===== config.mk =====
export PLATFORM = sky130hd
export DESIGN_NAME = wb_mtimer
export DESIGN_NICKNAME = d
export VERILOG_FILES = /design/src/rtl/wb_mtimer_pkg.sv /design/src/rtl/mtimer_prescaler.sv /design/src/rtl/wb_mtimer.sv
export SDC_FILE = /design/constraint.sdc
export NUM_CORES = 1
export LEC_CHECK = 0
export BUFFER_PORTS_ARGS = -buffer_cell sky130_fd_sc_hd__buf_2
export CAP_MARGIN = 20
export CORE_MARGIN = 2
export CORE_UTILIZATION = 60
export CTS_CLUSTER_DIAMETER = 120
export DETAILED_ROUTE_END_ITERATION = 8
export PLACE_DENSITY = 0.83
export SLEW_MARGIN = 15
export SYNTH_ARGS = -nofsm -noshare
export SYNTH_HDL_FRONTEND = slang
export SYNTH_SLANG_ARGS = --single-unit
export TNS_END_PERCENT = 5

===== constraint.sdc =====
create_clock -name wb_clk_i -period 3.6 [get_ports wb_clk_i]
set_clock_uncertainty 0.05 [all_clocks]
set_input_delay 0.18 -clock wb_clk_i [delete_from_list [all_inputs] [get_ports wb_clk_i]]
set_output_delay 0.18 -clock wb_clk_i [all_outputs]
set_load 0.005 [all_outputs]

===== src/rtl/wb_mtimer_pkg.sv =====
// Shared constants for the Wishbone machine timer: register offsets,
// CTRL field layout, reset values and a byte-lane merge helper.
package wb_mtimer_pkg;

  localparam logic [2:0] ADR_MTIME_LO    = 3'd0;
  localparam logic [2:0] ADR_MTIME_HI    = 3'd1;
  localparam logic [2:0] ADR_MTIMECMP_LO = 3'd2;
  localparam logic [2:0] ADR_MTIMECMP_HI = 3'd3;
  localparam logic [2:0] ADR_CTRL        = 3'd4;
  localparam logic [2:0] ADR_STATUS      = 3'd5;

  localparam int CTRL_EN_BIT    = 0;
  localparam int CTRL_PRESC_LSB = 8;
  localparam int PRESC_W        = 8;

  localparam logic [63:0] MTIMECMP_RESET = 64'hFFFF_FFFF_FFFF_FFFF;

  // Bytes whose sel bit is set take the new data, the rest keep the old value.
  function automatic logic [31:0] apply_sel(input logic [31:0] old_val,
                                            input logic [31:0] new_val,
                                            input logic [3:0]  sel);
    logic [31:0] res;
    res = old_val;
    for (int i = 0; i < 4; i++) begin
      if (sel[i]) res[8*i +: 8] = new_val[8*i +: 8];
    end
    return res;
  endfunction

  function automatic logic is_mapped(input logic [2:0] adr);
    return adr <= ADR_STATUS;
  endfunction

endpackage


===== src/rtl/mtimer_prescaler.sv =====
// Prescaler for the machine timer: counts 0..presc while enabled and
// flags the wrap cycle as a tick.
module mtimer_prescaler
  import wb_mtimer_pkg::*;
(
  input  logic               clk,
  input  logic               rst,
  input  logic               en,
  input  logic [PRESC_W-1:0] presc,
  input  logic               clr,
  output logic               tick
);

  logic [PRESC_W-1:0] cnt;

  // ">=" lets the counter recover if presc is lowered below the running count.
  assign tick = en && (cnt >= presc);

  always_ff @(posedge clk) begin
    if (rst) begin
      cnt <= '0;
    end else if (clr) begin
      cnt <= '0;
    end else if (en) begin
      cnt <= tick ? '0 : cnt + 1'b1;
    end
  end

endmodule


===== src/rtl/wb_mtimer.sv =====
// Wishbone-attached RISC-V style machine timer: 64-bit mtime/mtimecmp,
// prescaled tick, atomic high-word read shadow and level interrupt.
module wb_mtimer
  import wb_mtimer_pkg::*;
#(
  parameter logic [PRESC_W-1:0] PRESC_RESET = 8'd0
) (
  input  logic        wb_clk_i,
  input  logic        wb_rst_i,
  input  logic [2:0]  wb_adr_i,
  input  logic [31:0] wb_dat_i,
  input  logic [3:0]  wb_sel_i,
  input  logic        wb_we_i,
  input  logic        wb_cyc_i,
  input  logic        wb_stb_i,
  output logic [31:0] wb_dat_o,
  output logic        wb_ack_o,
  output logic        wb_err_o,
  output logic        timer_irq_o
);

  logic [63:0]        mtime;
  logic [63:0]        mtime_next;
  logic [63:0]        mtimecmp;
  logic [31:0]        mtime_shadow;
  logic               ctrl_en;
  logic [PRESC_W-1:0] ctrl_presc;
  logic [31:0]        ctrl_word;
  logic [31:0]        ctrl_wdata;
  logic [31:0]        rdata;
  logic               req;
  logic               mapped;
  logic               wr;
  logic               rd;
  logic               wr_ctrl;
  logic               tick;

  // The terminate flops mask the request so a held strobe is served every other cycle.
  assign req     = wb_cyc_i & wb_stb_i & ~wb_ack_o & ~wb_err_o;
  assign mapped  = is_mapped(wb_adr_i);
  assign wr      = req & mapped & wb_we_i;
  assign rd      = req & mapped & ~wb_we_i;
  assign wr_ctrl = wr && (wb_adr_i == ADR_CTRL);

  mtimer_prescaler u_prescaler (
    .clk   (wb_clk_i),
    .rst   (wb_rst_i),
    .en    (ctrl_en),
    .presc (ctrl_presc),
    .clr   (wr_ctrl && (wb_sel_i != 4'b0000)),
    .tick  (tick)
  );

  always_comb begin
    ctrl_word = '0;
    ctrl_word[CTRL_EN_BIT] = ctrl_en;
    ctrl_word[CTRL_PRESC_LSB +: PRESC_W] = ctrl_presc;
    ctrl_wdata = apply_sel(ctrl_word, wb_dat_i, wb_sel_i);
  end

  // A bus write to either mtime half takes priority over the tick increment.
  always_comb begin
    mtime_next = mtime;
    if (wr && (wb_adr_i == ADR_MTIME_LO)) begin
      mtime_next[31:0] = apply_sel(mtime[31:0], wb_dat_i, wb_sel_i);
    end else if (wr && (wb_adr_i == ADR_MTIME_HI)) begin
      mtime_next[63:32] = apply_sel(mtime[63:32], wb_dat_i, wb_sel_i);
    end else if (tick) begin
      mtime_next = mtime + 64'd1;
    end
  end

  always_comb begin
    rdata = '0;
    case (wb_adr_i)
      ADR_MTIME_LO:    rdata = mtime[31:0];
      ADR_MTIME_HI:    rdata = mtime_shadow;
      ADR_MTIMECMP_LO: rdata = mtimecmp[31:0];
      ADR_MTIMECMP_HI: rdata = mtimecmp[63:32];
      ADR_CTRL:        rdata = ctrl_word;
      ADR_STATUS:      rdata = {31'd0, timer_irq_o};
      default:         rdata = '0;
    endcase
  end

  always_ff @(posedge wb_clk_i) begin
    if (wb_rst_i) begin
      mtime        <= '0;
      mtime_shadow <= '0;
      mtimecmp     <= MTIMECMP_RESET;
      ctrl_en      <= 1'b0;
      ctrl_presc   <= PRESC_RESET;
      wb_ack_o     <= 1'b0;
      wb_err_o     <= 1'b0;
      wb_dat_o     <= '0;
      timer_irq_o  <= 1'b0;
    end else begin
      mtime <= mtime_next;
      if (wr && (wb_adr_i == ADR_MTIMECMP_LO)) begin
        mtimecmp[31:0] <= apply_sel(mtimecmp[31:0], wb_dat_i, wb_sel_i);
      end
      if (wr && (wb_adr_i == ADR_MTIMECMP_HI)) begin
        mtimecmp[63:32] <= apply_sel(mtimecmp[63:32], wb_dat_i, wb_sel_i);
      end
      if (wr_ctrl) begin
        ctrl_en    <= ctrl_wdata[CTRL_EN_BIT];
        ctrl_presc <= ctrl_wdata[CTRL_PRESC_LSB +: PRESC_W];
      end
      // Freezing the upper half here makes a LO-then-HI read pair coherent.
      if (rd && (wb_adr_i == ADR_MTIME_LO)) begin
        mtime_shadow <= mtime[63:32];
      end
      wb_ack_o    <= req & mapped;
      wb_err_o    <= req & ~mapped;
      wb_dat_o    <= rd ? rdata : 32'd0;
      timer_irq_o <= (mtime >= mtimecmp);
    end
  end

endmodule


Word level (Yosys, flattened, before mapping) --
Index checks and enable logic that the tools add are counted.
Storage, ports and cells: register bits after elaboration 212, output and inout bits 35, logic and storage cells 98, input bits 44
Cells by class: bitwise logic cells 13, eq/ne operators 14, mux-type cells 10, add/sub/neg operators 2, reduce and logical (&&, ||, !) cells 32, order comparisons 3
Operator list (number):
- $pmux 32 s6 | 1
- $mux 32 | 3
- $add 64x1->64 const B | 1
- $ge 64x64->1 | 1
- $mux 64 | 1
- $mux 8 | 5
- $reduce_and 3->1 | 8
- $reduce_and 2->1 | 10
- $ne 2x2->1 const B | 9
- $add 8x1->8 const B | 1
- $ge 8x8->1 | 1
- $logic_and 1x1->1 | 8
- $and 1x1->1 | 7
- $eq 3x2->1 const B | 2
- $eq 3x3->1 const B | 2
- $not 1->1 | 6
- $reduce_bool 2->1 | 2
- $reduce_bool 4->1 | 1
- $reduce_or 2->1 | 2
- $eq 3x1->1 const B | 1
- $le 3x3->1 const B | 1
- $logic_not 3->1 | 1

Longest topological paths before layout --
Gate-level depths: netlist of the first run.
depth in word-level cells 8, depth in mapped cells 10, gate-level depth less buffers 9

By module --
A second synthesis of the first run with hierarchy kept.
Unflattened totals: cell total of the unflattened synthesis 1519, area, all modules 11930.2 um2
Modules (own cells, without submodules):
- wb_mtimer | cells each 1455, area an instance 11305.8 um2, sequential area each 4083.9 um2, instances 1
- mtimer_prescaler | cells each 64, area an instance 624.3 um2, sequential area each 160.2 um2, instances 1

Worst setup path before layout of the first run --
No wires, ideal clock.
path kind register -> register, start point register mtime[8], end point register mtime[61], clock period less this slack 2623 ps, library setup time 117 ps, buffers on the path 1, data arrival time 2455 ps, path slack 977 ps, data required time 3433 ps, stages on the path, launching flop included 9, cells stage by stage dfxtp_1 > and4_4 > nand4_4 > or4_4 > or3_1 > buf_6 > nor4_4 > o21ai_1 > a32o_1
Between the ends: cells in the longest elaborated chain, start to end 3
Ends and longest elaborated chain:
- from (decl) | RTL line wb_mtimer.sv:22 | logic [63:0] mtime;
- from (signal assigned) | RTL line wb_mtimer.sv:98 | mtime <= mtime_next;
- $add 64x1->64 | RTL line wb_mtimer.sv:69 | mtime_next = mtime + 64'd1;
- $mux 64 | RTL line wb_mtimer.sv:68 | end else if (tick) begin
- $mux 32 | RTL line wb_mtimer.sv:66 | end else if (wr && (wb_adr_i == ADR_MTIME_HI)) begin
Every way passes these cells. The select of a mux whose other input is x is not followed. A chain may end at the register's enable or synchronous reset.

Final worst setup path of the first run --
Ends and elaborated chain as after synthesis.

==> impl_metrics.json, run 1 <==
{
  "die-area_sq_um": 20700,
  "ioPinCount": 79,
  "grt_usage": 0.381,
  "synth_edf_count": 0,
  "cp-end-kind": "register",
  "synthXorXnorAreaFrac": 0.00522,
  "sw_frac_of_total": 0.233,
  "fp.dieH_um": 144,
  "drc_errors": 0,
  "drtPass1Iterations": 8,
  "use_met2": 0.591,
  "grt_pass1_wl_um": 61600,
  "overflow": 0,
  "synth_nets": 1604,
  "p_sw_uw": 1180,
  "setup_viol": 0,
  "initial_utilization": 0.607,
  "ys_warn_count": 0,
  "cp-start-kind": "register",
  "p_clk_frac": 0.476,
  "first_global_vias": 11300,
  "cts_tree": "yes",
  "ctsResizeCount": 0,
  "fmax_ghz": 0.340,
  "crit_type": "reg -> reg",
  "antennaDiodeCount": 0,
  "worstPathCellList": "and4_4, nand4_4, or4_4, or3_1, nor4_4, o21ai_1, a32o_1",
  "cpPeakStageDelay_ns": 0.61,
  "route.vias.total": 12200,
  "synth_area_sq_um": 11700,
  "pwr-share-comb": 0.057,
  "cts_made_buffers": 24,
  "worst_skew_pair.late_latency_ns": 0.53,
  "synth_ff_type": "dfxtp_1",
  "clkSlewWorstSetupHoldPaths_ns": 0.06,
  "synth_top_family_by_area": "compound AO/OA/AOI/OAI gates",
  "synth.avg_cell_area_sq_um": 7.90,
  "clockRootBuffer": "clkbuf_16",
  "p_int_uw": 3870,
  "die_w_um": 144,
  "numPortBuffers": 78,
  "worstMarginPinSlew_ns": 0.885,
  "final_common_cell": "nand2_1",
  "powerDensity_nw_per_um2": 377,
  "syn_to_final_growth_pct": 14.2,
  "critical_path.top_delay_family": "simple AND/OR/NAND/NOR gates",
  "wl_um": 40100,
  "via_per_inst": 6.66,
  "dp_hpwl_um": 28000,
  "yosys.area_share.simple": 0.217,
  "grt_setup_unrepaired": "false",
  "cellLeakagePower_uw": 0.00565,
  "cts_buffer_depth": 3,
  "gp_congestion": 0.983,
  "relSlewSlack": 0.405,
  "nets": 1668,
  "crit_fanout": 9,
  "p_seq_frac": 0.467,
  "required_ns": 3.96,
  "cp_num_buf_inv": 0,
  "drt_iter0_markers": 1463,
  "synthMuxAreaShare": 0.0180,
  "mostFrequentLayoutCells": "nand2_1 (230), dfxtp_1 (212), a21oi_1 (142)",
  "grt_max_degree": 65,
  "htreeDepth": 1,
  "ant_nets": 0,
  "drv_cap": 0,
  "hold_class": "in -> reg",
  "top_usage_layer": "met2",
  "fin_crit_sh": 0.816,
  "ys_seq_area_frac": 0.362,
  "core-area_sq_um": 19300,
  "async_reset_ff_frac": 0,
  "synth-compound-area-share": 0.259,
  "pre_cts_ws_ns": 0.710,
  "met3_usage": 0.0636,
  "ys_types": 67,
  "tns_ns": 0,
  "cp_slowest_cell": "or4_4",
  "outcome": "finished clean",
  "synth_cells": 1486,
  "ys_ff_latch": 212,
  "wire_per_inst_um": 21.9,
  "drive_gt1_frac": 0.101,
  "clock_sinks": 212,
  "ir_drop_mv": 0.363,
  "rows": 51,
  "hold_viol": 0,
  "layout_min_cycle_time_ns": 2.94,
  "antenna_found_initial": 0,
  "worst_slack_ns": 0.662,
  "arrival_ns": 3.30,
  "maxSlewViolCount": 0,
  "grtUsageMet1": 0.521,
  "yosys.area_share.adder": 0.0789
}
==> per-stage QoR <==
stage	hold WS, ns	cells	util	total power, uW	instance area (sq um)
final	0.0455	1832	0.693	5050	13400
after global routing	0.0605	1832	0.693	5180	13400
after CTS	0.0201	1832	0.693	5060	13400
after detailed placement	0.396	1756	0.636	2660	12300
after global placement	0.391	1756	0.636	2650	12300
after floorplan	0.269	1486	-	2540	11700
==> area by class of cell <==
type                            instances  area, sq um
Multi-Input combinational cell       1090         6810
Fill cell                            1618         5940
Sequential cell                       212         4240
Timing Repair Buffer                  141          946
Clock buffer                           40          722
Tap cell                              265          332
Inverter                               81          304
Clock inverter                          3         40.0
==> cell families after synthesis <==
group	after synthesis
flops	212
buf+inv	184
compound gates	462
mux	21
fa+ha+maj	74
xor+xnor	7
simple gates	526
==> flip-flops by register name, summed over array words and instances, names as in the netlist, 8 cells and up <==
name / flops
ctrl_presc: 8
mtime: 64
mtime_shadow: 32
mtimecmp: 64
u_prescaler.cnt: 8
wb_dat_o: 32
==> synth_stat cells, types with 7 or more instances <==
cell type  instances  share of area
nand2_1          230          0.074
dfxtp_1          212           0.36
a21oi_1          142          0.061
clkbuf_1          89          0.028
inv_1             80          0.026
o211ai_1          76          0.049
ha_1              74          0.079
nor2_1            74          0.024
o21ai_0           65          0.028
a22oi_1           51          0.033
nand4_1           44          0.023
nand3_1           43          0.018
and2_1            27          0.014
and3_1            24          0.013
nor3_1            23         0.0098
mux2i_1           20          0.017
a21o_1            17          0.011
nor4_1            15         0.0080
a211oi_1          14         0.0090
a32o_1            13          0.011
o31ai_1           13         0.0083
a31oi_1            8         0.0043
and4_1             8         0.0060
o22a_1             8         0.0060
o32ai_1            8         0.0060
or3_1              8         0.0043
buf_1              7         0.0022
o31a_1             7         0.0052
o41ai_1            7         0.0052
==> routing by layer <==
metal	part of all wire	routed length, um
met4	0.043	1720
met2	0.44	17500
met3	0.12	4630
met1	0.40	16200
met5	0	0
==> final timing paths <==
| kind | start | endpoint | slack, ns | cells past startpoint |
|---|---|---|---|---|
| min | wb_sel_i[2] | mtime[20]$_SDFFE_PP0P_ | 0.05 | 3 |
| max | mtime[8]$_SDFFE_PP0P_ | mtime[61]$_SDFFE_PP0P_ | 0.66 | 7 |
| max reg2reg | mtime[8]$_SDFFE_PP0P_ | mtime[61]$_SDFFE_PP0P_ | 0.66 | 7 |
| min reg2reg | mtime_shadow[23]$_SDFFE_PP0P_ | mtime_shadow[23]$_SDFFE_PP0P_ | 0.40 | 2 |
==> power by group through the flow <==
stage               Combinational (uW)  Sequential (uW)  Clock (uW)
finish                             287             2360        2400
global route                       299             2360        2520
CTS                                274             2360        2420
detailed placement                 246             2410           0
global placement                   243             2410           0
floorplan                          128             2410           0
==> worst reg2reg max path, cell delays in order, from the launching register on <==
cell	delay, ns
dfxtp_1	0.48
and4_4	0.34
nand4_4	0.16
or4_4	0.61
or3_1	0.53
nor4_4	0.32
o21ai_1	0.09
a32o_1	0.26
==> repair_timing <==
action                                 in CTS  in global routing
hold buffers                               33                  0
buffers inserted                            0                  0
endpoints found under the hold margin      83                  0
No activity file was read; power rests on OpenSTA's default activity.
==> inputs of run 2 (changes only) <==
==> constraint.sdc (replaced) <==
create_clock -name wb_clk_i -period 2.9 [get_ports wb_clk_i]
set_clock_uncertainty 0.05 [all_clocks]
set_input_delay 0.145 -clock wb_clk_i [delete_from_list [all_inputs] [get_ports wb_clk_i]]
set_output_delay 0.145 -clock wb_clk_i [all_outputs]
set_load 0.005 [all_outputs]
==> run 2 against run 1 <==
Count of clock-buffer cells in the layout down 4. Total power is 23% higher. Global-route usage is 0.096 points lower. Hold slack better by 0.018 ns. Sequential cell count stayed put. Routed wire length decreased by 0.56%. Sequential share of layout area down 0.92 points. Clock power grew 21%.
==> impl_metrics.json, run 2 (synthesis gave the netlist of run 1 again) <==
{
  "nets": 1720,
  "crit-reg2reg-capture": "mtime[61]$_SDFFE_PP0P_",
  "whs_ns": 0.0637,
  "cts_tree": "yes",
  "drive_gt1_frac": 0.131,
  "ff2ff_path_depth": 7,
  "die-area_sq_um": 20700,
  "dp_hpwl_um": 27600,
  "grt_pass1_wl_um": 61800,
  "powerDensity_nw_per_um2": 450,
  "arrival_ns": 3.12,
  "layout_min_cycle_time_ns": 2.76,
  "die_w_um": 144,
  "relSlewSlack": 0.331,
  "setup_viol": 0,
  "reg_top3": "mtime x64, mtimecmp x64",
  "maxSlewViolCount": 0,
  "numPortBuffers": 78,
  "crit_type": "reg -> reg",
  "ioPinCount": 79,
  "hold_class": "in -> reg",
  "core-area_sq_um": 19300,
  "reg2reg_from": "mtime[11]$_SDFFE_PP0P_",
  "required_ns": 3.27,
  "drtPass1Iterations": 6,
  "antennaDiodeCount": 0,
  "final_cells": 1880,
  "crit_fanout": 8,
  "p_clk_frac": 0.469,
  "pwr-share-comb": 0.059,
  "cp-end-kind": "register",
  "clock_sinks": 212,
  "route.vias.total": 12400,
  "drt_iter0_markers": 1582,
  "syn_to_final_growth_pct": 17.6,
  "tns_ns": 0,
  "worst_skew_pair.late_latency_ns": 0.53,
  "worstMarginPinSlew_ns": 1.00,
  "outcome": "finished clean",
  "antenna_found_initial": 0,
  "sw_frac_of_total": 0.237,
  "r2r_slack_ns": 0.14,
  "worst_slack_ns": 0.143,
  "first_global_vias": 11500,
  "hold_depth": 3,
  "clockRootBuffer": "clkbuf_16",
  "p_int_uw": 4740,
  "hp-start": "wb_adr_i[2]",
  "fillers": 1550,
  "rows": 51,
  "cellLeakagePower_uw": 0.00592,
  "cts_buffer_depth": 3,
  "dpl.cell_count": 1806,
  "p_seq_frac": 0.472,
  "grt_max_degree": 85,
  "via_per_inst": 6.61,
  "drv_cap": 0,
  "hold_viol": 0,
  "grt_setup_unrepaired": "false",
  "p_sw_uw": 1470,
  "final_core_util": 0.714,
  "cts_setup_buffers": 0,
  "ant_nets": 0,
  "grt_usage": 0.380,
  "cp-start-kind": "register",
  "clkSlewWorstSetupHoldPaths_ns": 0.06,
  "final_common_cell": "nand2_1",
  "fmax_ghz": 0.363,
  "ir_drop_mv": 0.438,
  "wl_um": 39800,
  "initial_utilization": 0.607,
  "overflow": 0,
  "cts_made_buffers": 24,
  "drc_errors": 0,
  "whs_endpoint": "wb_dat_o[15]$_SDFF_PP0_",
  "fp.dieH_um": 144,
  "wire_per_inst_um": 21.2,
  "mostFrequentLayoutCells": "nand2_1 (230), dfxtp_1 (212), a21oi_1 (142)",
  "fin_crit_sh": 0.951,
  "gp_congestion": 1.05,
  "pre_cts_ws_ns": 0.0778,
  "htreeDepth": 1
}
[run 2: critical path, stage by stage (launching register included)]
cell and delay (ns):
dfxtp_1 0.40, and4_4 0.30, nand4_4 0.17, or4_4 0.59
or3_4 0.47, nor4_4 0.30, o21ai_1 0.09, a32o_1 0.27
[run 2: layout make-up]
class | count | area, sq um | area share
multi-input cells | 1090 | 6820 | 0.494
flip-flops and latches | 212 | 4240 | 0.308
repair buffers | 193 | 1370 | 0.0990
clock buffers | 36 | 717 | 0.0520
well taps | 265 | 332 | 0.0240
inverters | 81 | 304 | 0.0220
clock inverters | 3 | 18.8 | 0.00136
[run 2: worst max path at each step]
stage	from	to	slack, ns	depth (start not counted)
global placement	mtime[0]$_SDFFE_PP0P_	timer_irq_o$_SDFF_PP0_	0.12	9
detailed placement	mtime[0]$_SDFFE_PP0P_	timer_irq_o$_SDFF_PP0_	0.08	9
global route	u_prescaler.cnt[0]$_SDFFE_PP0P_	mtime[11]$_SDFFE_PP0P_	0.009	10
CTS	mtime[0]$_SDFFE_PP0P_	timer_irq_o$_SDFF_PP0_	0.07	9
finish	mtime[11]$_SDFFE_PP0P_	mtime[61]$_SDFFE_PP0P_	0.14	7
floorplan	mtime[8]$_SDFFE_PP0P_	mtime[61]$_SDFFE_PP0P_	0.28	8
[run 2: stage by stage]
stage          total power [uW]  cell area (sq um)
6_report                   6210              13800
5_1_grt                    6330              13800
3_3_place_gp               3300              12700
3_5_place_dp               3310              12700
2_1_floorplan              3150              11700
4_1_cts                    6200              13800
[run 2: per-layer routing]
layer  vias up  share of wire  track usage
met4         0          0.045        0.158
met3       156           0.12       0.0783
met2       813           0.44        0.603
met5         -              0            0
met1      5781           0.39        0.505
li1       5673              -            -
[run 2: what timing repair did]
item	4_1_cts	5_1_grt
hold buffers	35	0
endpoints found under the hold margin	111	0
setup endpoints to repair	0	2
gates resized for setup	0	3
[run 2: power by group through the flow]
stage	clock, uW	sequential, uW	combinational, uW
after detailed placement	0	2990	315
after floorplan	0	2990	159
after global routing	3020	2930	381
final	2910	2930	367
after CTS	2920	2930	351
after global placement	0	2990	312
==> inputs of run 3 (changes only) <==
--- a/config.mk
+++ b/config.mk
@@ -5,12 +5,13 @@
 export SDC_FILE = /design/constraint.sdc
 export NUM_CORES = 1
 export LEC_CHECK = 0
-export BUFFER_PORTS_ARGS = -buffer_cell sky130_fd_sc_hd__buf_2
+export BUFFER_PORTS_ARGS = -buffer_cell sky130_fd_sc_hd__buf_4
 export CAP_MARGIN = 20
 export CORE_MARGIN = 2
 export CORE_UTILIZATION = 60
 export CTS_CLUSTER_DIAMETER = 120
 export DETAILED_ROUTE_END_ITERATION = 8
+export MAX_ROUTING_LAYER = met4
 export PLACE_DENSITY = 0.83
 export SLEW_MARGIN = 15
 export SYNTH_ARGS = -nofsm -noshare
==> constraint.sdc (replaced) <==
create_clock -name wb_clk_i -period 3.35 [get_ports wb_clk_i]
set_clock_uncertainty 0.05 [all_clocks]
set_input_delay 0.1675 -clock wb_clk_i [delete_from_list [all_inputs] [get_ports wb_clk_i]]
set_output_delay 0.1675 -clock wb_clk_i [all_outputs]
set_load 0.005 [all_outputs]
==> run 3 against run 2 <==
Die area unchanged. Hold slack got worse by 0.015 ns. Cell area decreased by 0.71%. Utilization decreased by 0.50 points. Largest power group is now the clock network. Sequential cell count unchanged. Maximum frequency decreased by 8.1%. Combinational power decreased by 9.8%.
==> impl_metrics.json, run 3 (synthesis gave the netlist of run 1 again) <==
{
  "tns_ns": 0,
  "crit-reg2reg-capture": "mtime[25]$_SDFFE_PP0P_",
  "worst_slack_ns": 0.351,
  "dp_hpwl_um": 27900,
  "dpl.cell_count": 1765,
  "p_clk_frac": 0.481,
  "via_per_inst": 6.70,
  "nets": 1678,
  "p_seq_frac": 0.459,
  "wl_um": 40200,
  "drt_iter0_markers": 1581,
  "wire_per_inst_um": 21.8,
  "setup_viol": 0,
  "grt_max_degree": 37,
  "initial_utilization": 0.607,
  "drtPass1Iterations": 6,
  "outcome": "finished clean",
  "htreeDepth": 1,
  "p_total_uw": 5530,
  "antennaDiodeCount": 0,
  "grt_usage": 0.399,
  "final_cells": 1841,
  "gp_congestion": 1.04,
  "hold_class": "in -> reg",
  "worstMarginPinSlew_ns": 0.865,
  "rows": 51,
  "maxSlewViolCount": 0,
  "sw_frac_of_total": 0.230,
  "powerDensity_nw_per_um2": 403,
  "pre_cts_ws_ns": 0.477,
  "route.vias.total": 12300,
  "antenna_found_initial": 0,
  "relSlewSlack": 0.421,
  "hp-start": "wb_adr_i[2]",
  "first_global_vias": 11700,
  "whs_endpoint": "wb_err_o$_SDFF_PP0_",
  "die-area_sq_um": 20700,
  "fp.dieH_um": 144,
  "p_sw_uw": 1270,
  "worst_skew_pair.late_latency_ns": 0.53,
  "clkSlewWorstSetupHoldPaths_ns": 0.06,
  "hold_depth": 3,
  "hold_viol": 0,
  "pwr-share-comb": 0.060,
  "core-area_sq_um": 19300,
  "crit_fanout": 13,
  "cts_tree": "yes",
  "cts_setup_buffers": 0,
  "cp-start-kind": "register",
  "syn_to_final_growth_pct": 16.7,
  "overflow": 0,
  "cp-end-kind": "register",
  "clockRootBuffer": "clkbuf_16",
  "reg2reg_from": "ctrl_presc[5]$_SDFFE_PP0P_",
  "fin_crit_sh": 0.895,
  "drive_gt1_frac": 0.109,
  "grt_pass1_wl_um": 63100,
  "fmax_ghz": 0.333,
  "layout_min_cycle_time_ns": 3.00,
  "ir_drop_mv": 0.333,
  "ioPinCount": 79,
  "cellLeakagePower_uw": 0.00576,
  "r2r_slack_ns": 0.35,
  "grt_setup_unrepaired": "false",
  "reg_top3": "mtime x64, mtimecmp x64",
  "cts_buffer_depth": 3,
  "drc_errors": 0,
  "p_int_uw": 4250,
  "cts_made_buffers": 23,
  "drv_cap": 0,
  "die_w_um": 144,
  "crit_type": "reg -> reg",
  "ff2ff_path_depth": 9,
  "arrival_ns": 3.37,
  "clock_sinks": 212,
  "numPortBuffers": 78,
  "final_common_cell": "nand2_1",
  "ant_nets": 0,
  "required_ns": 3.72,
  "mostFrequentLayoutCells": "nand2_1 (230), dfxtp_1 (212), a21oi_1 (142)"
}
## run 3: cell types whose count changed in the layout (fill, tap and decap cells not counted), sizes merged
cell,previous run,this run
buf,158,117
bufinv,0,3
clkbuf,36,33
clkinv,2,4
## run 3: worst max-delay path by stage
stage          cells after the start                  startpoint  slack [ns]                     end
4_1_cts                            7       mtime[8]$_SDFFE_PP0P_        0.44  mtime[61]$_SDFFE_PP0P_
3_5_place_dp                       7       mtime[8]$_SDFFE_PP0P_        0.48  mtime[61]$_SDFFE_PP0P_
5_1_grt                            9  ctrl_presc[5]$_SDFFE_PP0P_        0.26  mtime[31]$_SDFFE_PP0P_
6_report                           9  ctrl_presc[5]$_SDFFE_PP0P_        0.35  mtime[25]$_SDFFE_PP0P_
2_1_floorplan                      8       mtime[8]$_SDFFE_PP0P_        0.73  mtime[61]$_SDFFE_PP0P_
3_3_place_gp                       7       mtime[8]$_SDFFE_PP0P_        0.51  mtime[61]$_SDFFE_PP0P_
## run 3: per-stage QoR
| step | util | hold slack [ns] | instance area [sq um] |
|---|---|---|---|
| 6_report | 0.709 | 0.0485 | 13700 |
| 5_1_grt | 0.709 | 0.0693 | 13700 |
| 4_1_cts | 0.709 | 0.0329 | 13700 |
| 3_5_place_dp | 0.650 | 0.388 | 12600 |
| 3_3_place_gp | 0.650 | 0.380 | 12600 |
| 2_1_floorplan | - | 0.256 | 11700 |
## run 3: routing by layer
metal	part of all wire	up-vias	global-route usage
met5	0	-	-
met4	0.044	0	0.169
met3	0.12	170	0.0816
met2	0.44	820	0.604
met1	0.39	5735	0.520
li1	-	5604	-
## run 3: timing repair
action                                 CTS  global route
hold buffers                            35             0
endpoints found under the hold margin  110             0
gates resized for setup                  0             0
## run 3: area by class of cell
type | count | area (sq um)
tap | 265 | 332
clock inverter | 8 | 119
inverter | 81 | 304
timing repair buffer | 152 | 1230
sequential | 212 | 4240
multi-input combinational | 1090 | 6810
fill | 1521 | 5630
clock buffer | 33 | 663
## run 3: worst max-delay path, cell delays in order (launching register included)
cell	delay (ns)
dfxtp_1	0.35
inv_1	0.05
ha_1	0.29
a21oi_1	0.07
o21ai_0	0.29
and2_1	0.21
a31o_2	0.43
nand2_1	0.52
a21o_1	0.39
o21ai_0	0.25
## run 3: power by group through the flow
stage / Combinational (uW) / Sequential [uW] / Clock [uW]
floorplan: 137 / 2590 / 0
global route: 346 / 2540 / 2770
CTS: 318 / 2540 / 2660
global placement: 281 / 2590 / 0
finish: 331 / 2540 / 2660
detailed placement: 284 / 2590 / 0
